## src/rtl/mul_seq_unit.sv

```systemverilog
// rtl/mul_seq_unit.sv - 32-cycle sequential shift-add multiplier, low 32 bits of product
module mul_seq_unit (
    input  logic        clk,
    input  logic        reset,
    input  logic        start_in,
    input  logic        signed_in,
    input  logic [0:31] busA_in,
    input  logic [0:31] busB_in,
    input  logic        flush_in,
    output logic [0:31] result_out,
    output logic        busy_out,
    output logic        done_out
);

    typedef enum logic [1:0] {
        ST_IDLE = 2'd0,
        ST_BUSY = 2'd1,
        ST_DONE = 2'd2
    } state_t;

    state_t      state_q, state_d;
    logic [31:0] mcand_q, mcand_d;
    logic [31:0] mplier_q, mplier_d;
    logic [31:0] acc_q, acc_d;
    logic [31:0] result_q, result_d;
    logic [5:0]  cnt_q, cnt_d;
    logic        sign_q, sign_d;
    logic        busy_q, busy_d;
    logic        done_q, done_d;

    logic [31:0] a_raw, b_raw, a_abs, b_abs, acc_sum;

    // Next-state and datapath: capture magnitudes on start, one shift-add step per BUSY cycle
    always_comb begin
        state_d  = state_q;
        mcand_d  = mcand_q;
        mplier_d = mplier_q;
        acc_d    = acc_q;
        result_d = result_q;
        cnt_d    = cnt_q;
        sign_d   = sign_q;

        a_raw   = busA_in;
        b_raw   = busB_in;
        a_abs   = (signed_in && a_raw[31]) ? (32'd0 - a_raw) : a_raw;
        b_abs   = (signed_in && b_raw[31]) ? (32'd0 - b_raw) : b_raw;
        acc_sum = acc_q + (mplier_q[0] ? mcand_q : 32'd0);

        if (flush_in) begin
            // Squash wins over everything; the last delivered result stays visible
            state_d = ST_IDLE;
        end else begin
            case (state_q)
                ST_IDLE, ST_DONE: begin
                    if (start_in) begin
                        mcand_d  = a_abs;
                        mplier_d = b_abs;
                        sign_d   = signed_in & (a_raw[31] ^ b_raw[31]);
                        acc_d    = 32'd0;
                        cnt_d    = 6'd0;
                        state_d  = ST_BUSY;
                    end else begin
                        state_d = ST_IDLE;
                    end
                end
                ST_BUSY: begin
                    acc_d    = acc_sum;
                    mcand_d  = mcand_q << 1;
                    mplier_d = mplier_q >> 1;
                    cnt_d    = cnt_q + 6'd1;
                    if (cnt_q == 6'd31) begin
                        result_d = sign_q ? (32'd0 - acc_sum) : acc_sum;
                        state_d  = ST_DONE;
                    end
                end
                default: state_d = ST_IDLE;
            endcase
        end

        busy_d = (state_d == ST_BUSY);
        done_d = (state_d == ST_DONE);
    end

    // State, datapath and registered status outputs
    always_ff @(posedge clk or negedge reset) begin
        if (!reset) begin
            state_q  <= ST_IDLE;
            mcand_q  <= 32'd0;
            mplier_q <= 32'd0;
            acc_q    <= 32'd0;
            result_q <= 32'd0;
            cnt_q    <= 6'd0;
            sign_q   <= 1'b0;
            busy_q   <= 1'b0;
            done_q   <= 1'b0;
        end else begin
            state_q  <= state_d;
            mcand_q  <= mcand_d;
            mplier_q <= mplier_d;
            acc_q    <= acc_d;
            result_q <= result_d;
            cnt_q    <= cnt_d;
            sign_q   <= sign_d;
            busy_q   <= busy_d;
            done_q   <= done_d;
        end
    end

    assign result_out = result_q;
    assign busy_out   = busy_q;
    assign done_out   = done_q;

endmodule

```

## config.mk

```make
export PLATFORM = sky130hd
export DESIGN_NAME = mul_seq_unit
export DESIGN_NICKNAME = d
export VERILOG_FILES = /design/src/rtl/mul_seq_unit.sv
export SDC_FILE = /design/constraint.sdc
export NUM_CORES = 1
export LEC_CHECK = 0
export BUFFER_PORTS_ARGS = -buffer_cell sky130_fd_sc_hd__buf_2
export CORE_UTILIZATION = 65
export CTS_CLUSTER_SIZE = 28
export DETAILED_ROUTE_END_ITERATION = 10
export GPL_TIMING_DRIVEN = 0
export HOLD_SLACK_MARGIN = 0.05
export PLACE_DENSITY = 0.9
export SLEW_MARGIN = 20
export SYNTH_ARGS = -nofsm -noshare
export SYNTH_HDL_FRONTEND = slang
export SYNTH_SLANG_ARGS = --single-unit
export TNS_END_PERCENT = 50
```

## constraint.sdc

```tcl
create_clock -name clk -period 11.8 [get_ports clk]
set_input_delay 1.18 -clock clk [delete_from_list [all_inputs] [get_ports clk]]
set_output_delay 1.18 -clock clk [all_outputs]
set_load 0.01 [all_outputs]
```

==> impl_metrics.yaml, run 1 <==
sta:
  maxSlewViolCount: 0
  finalHoldViolations: 0
  tightest_slew_ns: 0.833
  setup_ws_ns: 7.02
  timing.final.crit_share_pct: 40.5
  relSlewSlack_pct: 44.2
  finClkSkew_ns: 0.00747
  fin_tns_setup_ns: 0
  period_needed_ns: 4.78
  finalSetupViolations: 0
  rsz0062_at_grt: "no"
  fmax_mhz: 209
critical_path:
  worstPathRequired_ns: 12.09
  cp-start-kind: "register"
  r2r_setup_slack_ns: 7.02
  cpLargestDelayFamily: "simple AND/OR/NAND/NOR gates"
  slowest_stage: "or4_4"
  cp.buffers_inverters: 1
  cp_cell_sequence: "clkbuf_1, and2_1, ha_1, fa_1, a211oi_2, o211ai_1, nand3_1, a22oi_1, xnor2_1, or3b_2, or4_4, o41ai_2, xor2_1, o21ai_1"
  critPathCaptureType: "register"
  path_class: "register to register"
  critPathArrivalTime_ns: 5.07
  worstPathMaxFanout: 10
  cp_slowest_stage_delay_ns: 0.59
layout:
  diodes: 0
  fin_nets: 1418
  fill_cells: 1081
  drive_above_1_share_pct: 12.0
  fin_area_um2: 11000
  utilization_pct: 76.2
  area_delta_synth_final_pct: 14.6
min_path:
  hold_path_class: "register to register"
floorplanning:
  fp.dieH_um: 124
  die-area_um2: 15300
  die_x_um: 124
  coreArea_um2: 14500
  pin_count: 103
  rows: 44
  start_util_pct: 66.5
place:
  io_buffer_count: 102
  dpl-instance-area_um2: 10400
  gp_congestion: 0.952
  post-place-ws_ns: 7.18
  hpwl_um: 19500
synthesis:
  synth.avg_cell_area_um2: 8.08
  syn_inst: 1191
  synth.net_count: 1296
  ys_seq_area_share_pct: 36.1
  synth_area_um2: 9630
  synth-edff-count: 0
  yosys_warnings: 0
  synth-main-ff-cell: "dfrtp_1"
  synth-seq-cells: 139
  async_flop_share_pct: 100
  synthDistinctLibCells: 73
clock_tree:
  cts_sinks: 139
  cts-root-buf: "clkbuf_16"
  cts_resized: 0
  htree_levels: 4
  cts_buffers: 17
  cts_tree: "yes"
  holdBufCountCts: 0
  clk_pin_slew_ns: 0.06
  insertion_delay_ns: 0.43
  post_cts_buffers: 0
  cts_buffer_depth: 2
pwr:
  p_sw_share_pct: 38.2
  vdd_ir_drop_max_mv: 0.112
  p_per_area_nw_per_um2: 177
  power_frac_clock_pct: 29.1
  pwr-share-seq_pct: 32.7
  p_sw_mw: 0.747
  intPower_mw: 1.21
  leakage_nw: 4.96
  share_comb_of_total_power_pct: 38.2
routing:
  drc: 0
  wire_per_inst_um: 17.2
  first_pass_iters: 5
  final_antenna_net_count: 0
  detail_route.iter0.violations: 763
  viasPerCell: 6.16
  routed_wl_um: 26000
  via_count: 9290
run_status:
  status: "complete, no violations"
flow_run:
  cap_violations: 0
grt:
  grt_max_degree: 101
  grt_usage_pct: 35.8
  grt_pass1_wl_um: 42400
  antenna_found_initial: 0
  gr-total-overflow: 0
  grt_pass1_vias: 8757
path summary, 6_finish.rpt:
kind / startpoint / end / cells past startpoint
max: mplier_q[0] / result_out[0] / 14
min: result_out[21] / result_out[21] / 2
max reg2reg: mplier_q[0] / result_out[0] / 14
min reg2reg: result_out[21] / result_out[21] / 2
max in group asynchronous: reset / mcand_q[14] / 2
min in group asynchronous: reset / result_out[4] / 1
stage by stage:
stage	instances	power, mW	hold WS [ns]
after floorplan	1191	1.17	0.445
after global placement	1477	1.33	0.457
after detailed placement	1478	1.36	0.464
after CTS	1509	1.94	0.477
after global routing	1509	2.08	0.496
final	1509	1.96	0.469
power groups by stage:
| stage | Combinational (mW) | Clock, mW | Sequential, mW |
|---|---|---|---|
| after global routing | 0.830 | 0.595 | 0.651 |
| after CTS | 0.733 | 0.569 | 0.638 |
| after global placement | 0.693 | 0 | 0.640 |
| after detailed placement | 0.720 | 0 | 0.645 |
| final | 0.747 | 0.569 | 0.640 |
| after floorplan | 0.544 | 0 | 0.622 |
cells in the final DEF (no fill, tap or decap), drive strengths merged, types with 10 or more instances in the layout:
| cell type | Yosys | routed |
|---|---|---|
| xor2 | 59 | 59 |
| ha | 35 | 35 |
| or3 | 19 | 19 |
| nor4 | 10 | 10 |
| a31oi | 13 | 13 |
| buf | 8 | 111 |
| or4 | 10 | 10 |
| nand2 | 170 | 170 |
| o21ai | 167 | 167 |
| nor2 | 98 | 98 |
| xnor2 | 53 | 53 |
| o31ai | 18 | 18 |
| nor3 | 10 | 10 |
| clkbuf | 55 | 75 |
| inv | 18 | 18 |
| a22o | 17 | 17 |
| dfrtp | 139 | 139 |
| a21oi | 132 | 132 |
| and2 | 36 | 36 |
| a21o | 12 | 12 |
cell type report:
cell class | instances | area [µm²] | area share (%)
well taps | 184 | 230 | 2.09
repair buffers | 103 | 548 | 4.97
inverters | 18 | 67.6 | 0.612
plain buffers | 63 | 245 | 2.22
clock buffers | 20 | 457 | 4.14
multi-input cells | 971 | 5840 | 52.9
clock inverters | 11 | 169 | 1.53
flip-flops and latches | 139 | 3480 | 31.5
flip-flops by register name, indices dropped and copies added, names as in the netlist:
| name | count |
|---|---|
| cnt_q | 6 |
| mplier_q | 32 |
| acc_q | 32 |
| busy_out | 1 |
| sign_q | 1 |
| state_q | 2 |
| done_out | 1 |
| result_out | 32 |
| mcand_q | 32 |
layer usage:
layer  vias to the layer above  GRT usage, %  part of all wire, %
met4                         0          17.7                  3.7
met2                       393          57.7                   47
met5                         -             0                    0
met1                      4343          46.2                   42
met3                        72          6.64                  7.6
li1                       4482             -                    -
worst reg2reg max path, delay by kind of cell, from the launching register on:
family	cells	cell delay [ns]
simple gates	4	1.54
flops	1	0.46
xor+xnor	2	0.67
fa+ha+maj	2	0.72
compound gates	5	1.00
buf+inv	1	0.24
cell families (layout without fill, tap and decap cells):
logic type / after synthesis / after routing / synth area share, %
flip-flops: 139 / 139 / 36.1
AO/OA/AOI/OAI: 410 / 410 / 25.3
XOR/XNOR: 112 / 112 / 10.2
multiplexers: 2 / 2 / 0.208
AND/OR/NAND/NOR: 411 / 411 / 20.2
buffers and inverters: 81 / 215 / 3.25
adder cells (fa/ha/maj): 36 / 36 / 4.76
Yosys cell counts, types with 3 or more instances:
cell type,instances,area [µm²]
nor2_1,98,368
nand2_1,170,638
a41oi_1,3,26.3
xnor2_1,53,464
nor3_1,10,50.1
nand3_1,9,45.0
or2_2,8,50.1
o21ai_0,144,721
inv_1,17,63.8
o21ai_1,23,115
and3_1,6,37.5
nor2b_1,6,37.5
dfrtp_1,139,3480
clkbuf_1,55,206
or3_1,18,113
o21a_1,5,37.5
nand3b_1,4,30.0
xor2_1,59,517
a21o_1,12,90.1
o211ai_1,9,67.6
buf_1,5,18.8
o41ai_1,5,43.8
a21oi_1,132,661
or4_1,8,60.1
nor3b_1,4,30.0
o31ai_1,16,120
nand4_1,6,37.5
nand2b_1,6,37.5
and2_1,36,225
nor4_1,10,62.6
a22o_1,17,149
a31oi_1,13,81.3
ha_1,35,438
(Power assumes the default switching activity.)
==> run 2, diff against run 1 <==
--- a/config.mk
+++ b/config.mk
@@ -6,12 +6,12 @@
 export NUM_CORES = 1
 export LEC_CHECK = 0
 export BUFFER_PORTS_ARGS = -buffer_cell sky130_fd_sc_hd__buf_2
-export CORE_UTILIZATION = 65
+export CORE_UTILIZATION = 54
 export CTS_CLUSTER_SIZE = 28
 export DETAILED_ROUTE_END_ITERATION = 10
 export GPL_TIMING_DRIVEN = 0
 export HOLD_SLACK_MARGIN = 0.05
-export PLACE_DENSITY = 0.9
+export PLACE_DENSITY = 0.8
 export SLEW_MARGIN = 20
 export SYNTH_ARGS = -nofsm -noshare
 export SYNTH_HDL_FRONTEND = slang
==> constraint.sdc (replaced) <==
create_clock -name clk -period 4 [get_ports clk]
set_input_delay 0.4 -clock clk [delete_from_list [all_inputs] [get_ports clk]]
set_output_delay 0.4 -clock clk [all_outputs]
set_load 0.01 [all_outputs]
==> impl_metrics.yaml, run 2 (synthesis results as in run 1) <==
clock_tree:
  cts_buffer_depth: 2
  htree_levels: 4
  insertion_delay_ns: 0.44
  cts-root-buf: "clkbuf_16"
  cts_buffers: 17
  clk_pin_slew_ns: 0.07
  cts_tree: "yes"
  cts_sinks: 139
floorplanning:
  die-area_um2: 18400
  rows: 48
  coreArea_um2: 17400
  die_x_um: 136
  fp.dieH_um: 136
  pin_count: 103
  start_util_pct: 55.5
sta:
  timing.final.crit_share_pct: 102
  setup_ws_ns: -0.0957
  relSlewSlack_pct: 42.2
  period_needed_ns: 4.10
  maxSlewViolCount: 0
  finalHoldViolations: 0
  rsz0062_at_grt: "yes"
  fin_hold_ws_ns: 0.285
  tightest_slew_ns: 0.861
  finClkSkew_ns: 0.0120
  fmax_mhz: 244
  finalSetupViolations: 6
critical_path:
  critPathCaptureType: "register"
  worstPathMaxFanout: 6
  critPathArrivalTime_ns: 4.39
  worstReg2RegStart: "mplier_q[0]"
  cp-start-kind: "register"
  worstPathRequired_ns: 4.29
  path_class: "register to register"
  cp-startpoint: "mplier_q[0]"
routing:
  final_antenna_net_count: 0
  viasPerCell: 5.89
  first_pass_iters: 6
  wire_per_inst_um: 17.1
  via_count: 9321
  detail_route.iter0.violations: 659
  drc: 0
  routed_wl_um: 27100
pwr:
  p_per_area_nw_per_um2: 523
  vdd_ir_drop_max_mv: 0.330
  leakage_nw: 5.22
place:
  hpwl_um: 19700
  dp_cells: 1519
  io_buffer_count: 102
  dpl-instance-area_um2: 10500
  gp_congestion: 0.905
layout:
  final_cells: 1583
  area_delta_synth_final_pct: 22.5
  multi_input_area_um2: 6280
  drive_above_1_share_pct: 18.9
  fin_area_um2: 11800
  fill_cells: 1404
  fin_nets: 1450
  layout_common_cells: "168 x nand2_1, 141 x o21ai_0, 138 x dfrtp_1"
  layout_commonest_cell: "nand2_1"
  diodes: 0
  seqCellArea_um2: 3480
run_status:
  status: "finished with violations"
  violations: "setup timing"
grt:
  grt_pass1_vias: 8653
  grt_pass1_wl_um: 42900
  gr-total-overflow: 0
  antenna_found_initial: 0
  grt_max_degree: 99
  grt_usage_pct: 30.0
flow_run:
  cap_violations: 0
min_path:
  hold_start: "busA_in[31]"
  hold_path_class: "primary input to register"
## run 2: cell types whose count changed in the layout (fill, tap and decap cells not counted), moves of 6 or more
cell,delta
clkbuf_1,-10
ha_1,-7
a21oi_2,+10
buf_6,+7
a21oi_1,-11
o21ai_2,+6
xnor2_2,+7
xnor2_1,-7
buf_4,+29
## run 2: through the flow
stage          power (mW)  TNS [ns]  util, %  setup WS (ns)
4_1_cts              5.86   -0.0401     66.1        -0.0392
5_1_grt              6.52     -1.48     67.9         -0.218
3_5_place_dp         4.04     -5.76     60.3         -0.617
6_report             6.17    -0.341     67.9        -0.0957
3_3_place_gp         3.97     -4.35     60.0         -0.534
2_1_floorplan        3.44         0        -         0.0999
## run 2: timing repair
action,CTS,global route
setup endpoints to repair,16,15
endpoints found under the hold margin,41,0
pin swaps,16,29
cloned,0,1
gates resized for setup,50,48
hold buffers,1,0
buffers inserted,21,15
## run 2: area by class of cell
type	instances	area share, %
plain buffers	57	2.07
clock buffers	21	4.07
clock inverters	11	0.923
inverters	18	0.573
multi-input cells	971	53.2
flip-flops and latches	139	29.5
well taps	225	2.39
repair buffers	141	7.23
## run 2: where the power goes
part	total [mW]	switching, mW	internal [mW]
Sequential	1.90	0.212	1.69
Combinational	2.70	1.57	1.13
Clock	1.57	0.647	0.927
Total	6.17	2.43	3.74
## run 2: per-layer routing
| metal | vias to the layer above | wire (µm) | part of all wire (%) | GRT usage (%) |
|---|---|---|---|---|
| met5 | - | 0 | 0 | 0 |
| met4 | 0 | 936 | 3.5 | 12.7 |
| met3 | 65 | 1780 | 6.6 | 5.72 |
| met2 | 331 | 12400 | 46 | 47.9 |
| met1 | 4386 | 11900 | 44 | 39.6 |
| li1 | 4539 | - | - | - |
## run 2: final timing paths
check / end / slack, ns / cells past startpoint
worst max register to register: result_out[1] / -0.1 / 16
min in group asynchronous: mcand_q[3] / 0.43 / 2
worst max-delay path: result_out[1] / -0.1 / 16
max in group asynchronous: acc_q[14] / 2.74 / 3
worst min register to register: result_out[15] / 0.47 / 2
worst min-delay path: mcand_q[0] / 0.29 / 2
## run 2: worst max-delay path: stages (launching register included)
cell       delay [ns]
dfrtp_2          0.48
buf_8            0.15
and2_4           0.15
ha_4             0.16
fa_2             0.36
a211oi_2         0.22
o211ai_1         0.23
buf_4            0.22
a21oi_4          0.19
xnor2_2          0.12
nand4bb_1        0.22
buf_4            0.17
or2_4            0.25
or4_4            0.55
o31ai_4          0.25
xor2_1           0.16
o21ai_1          0.07
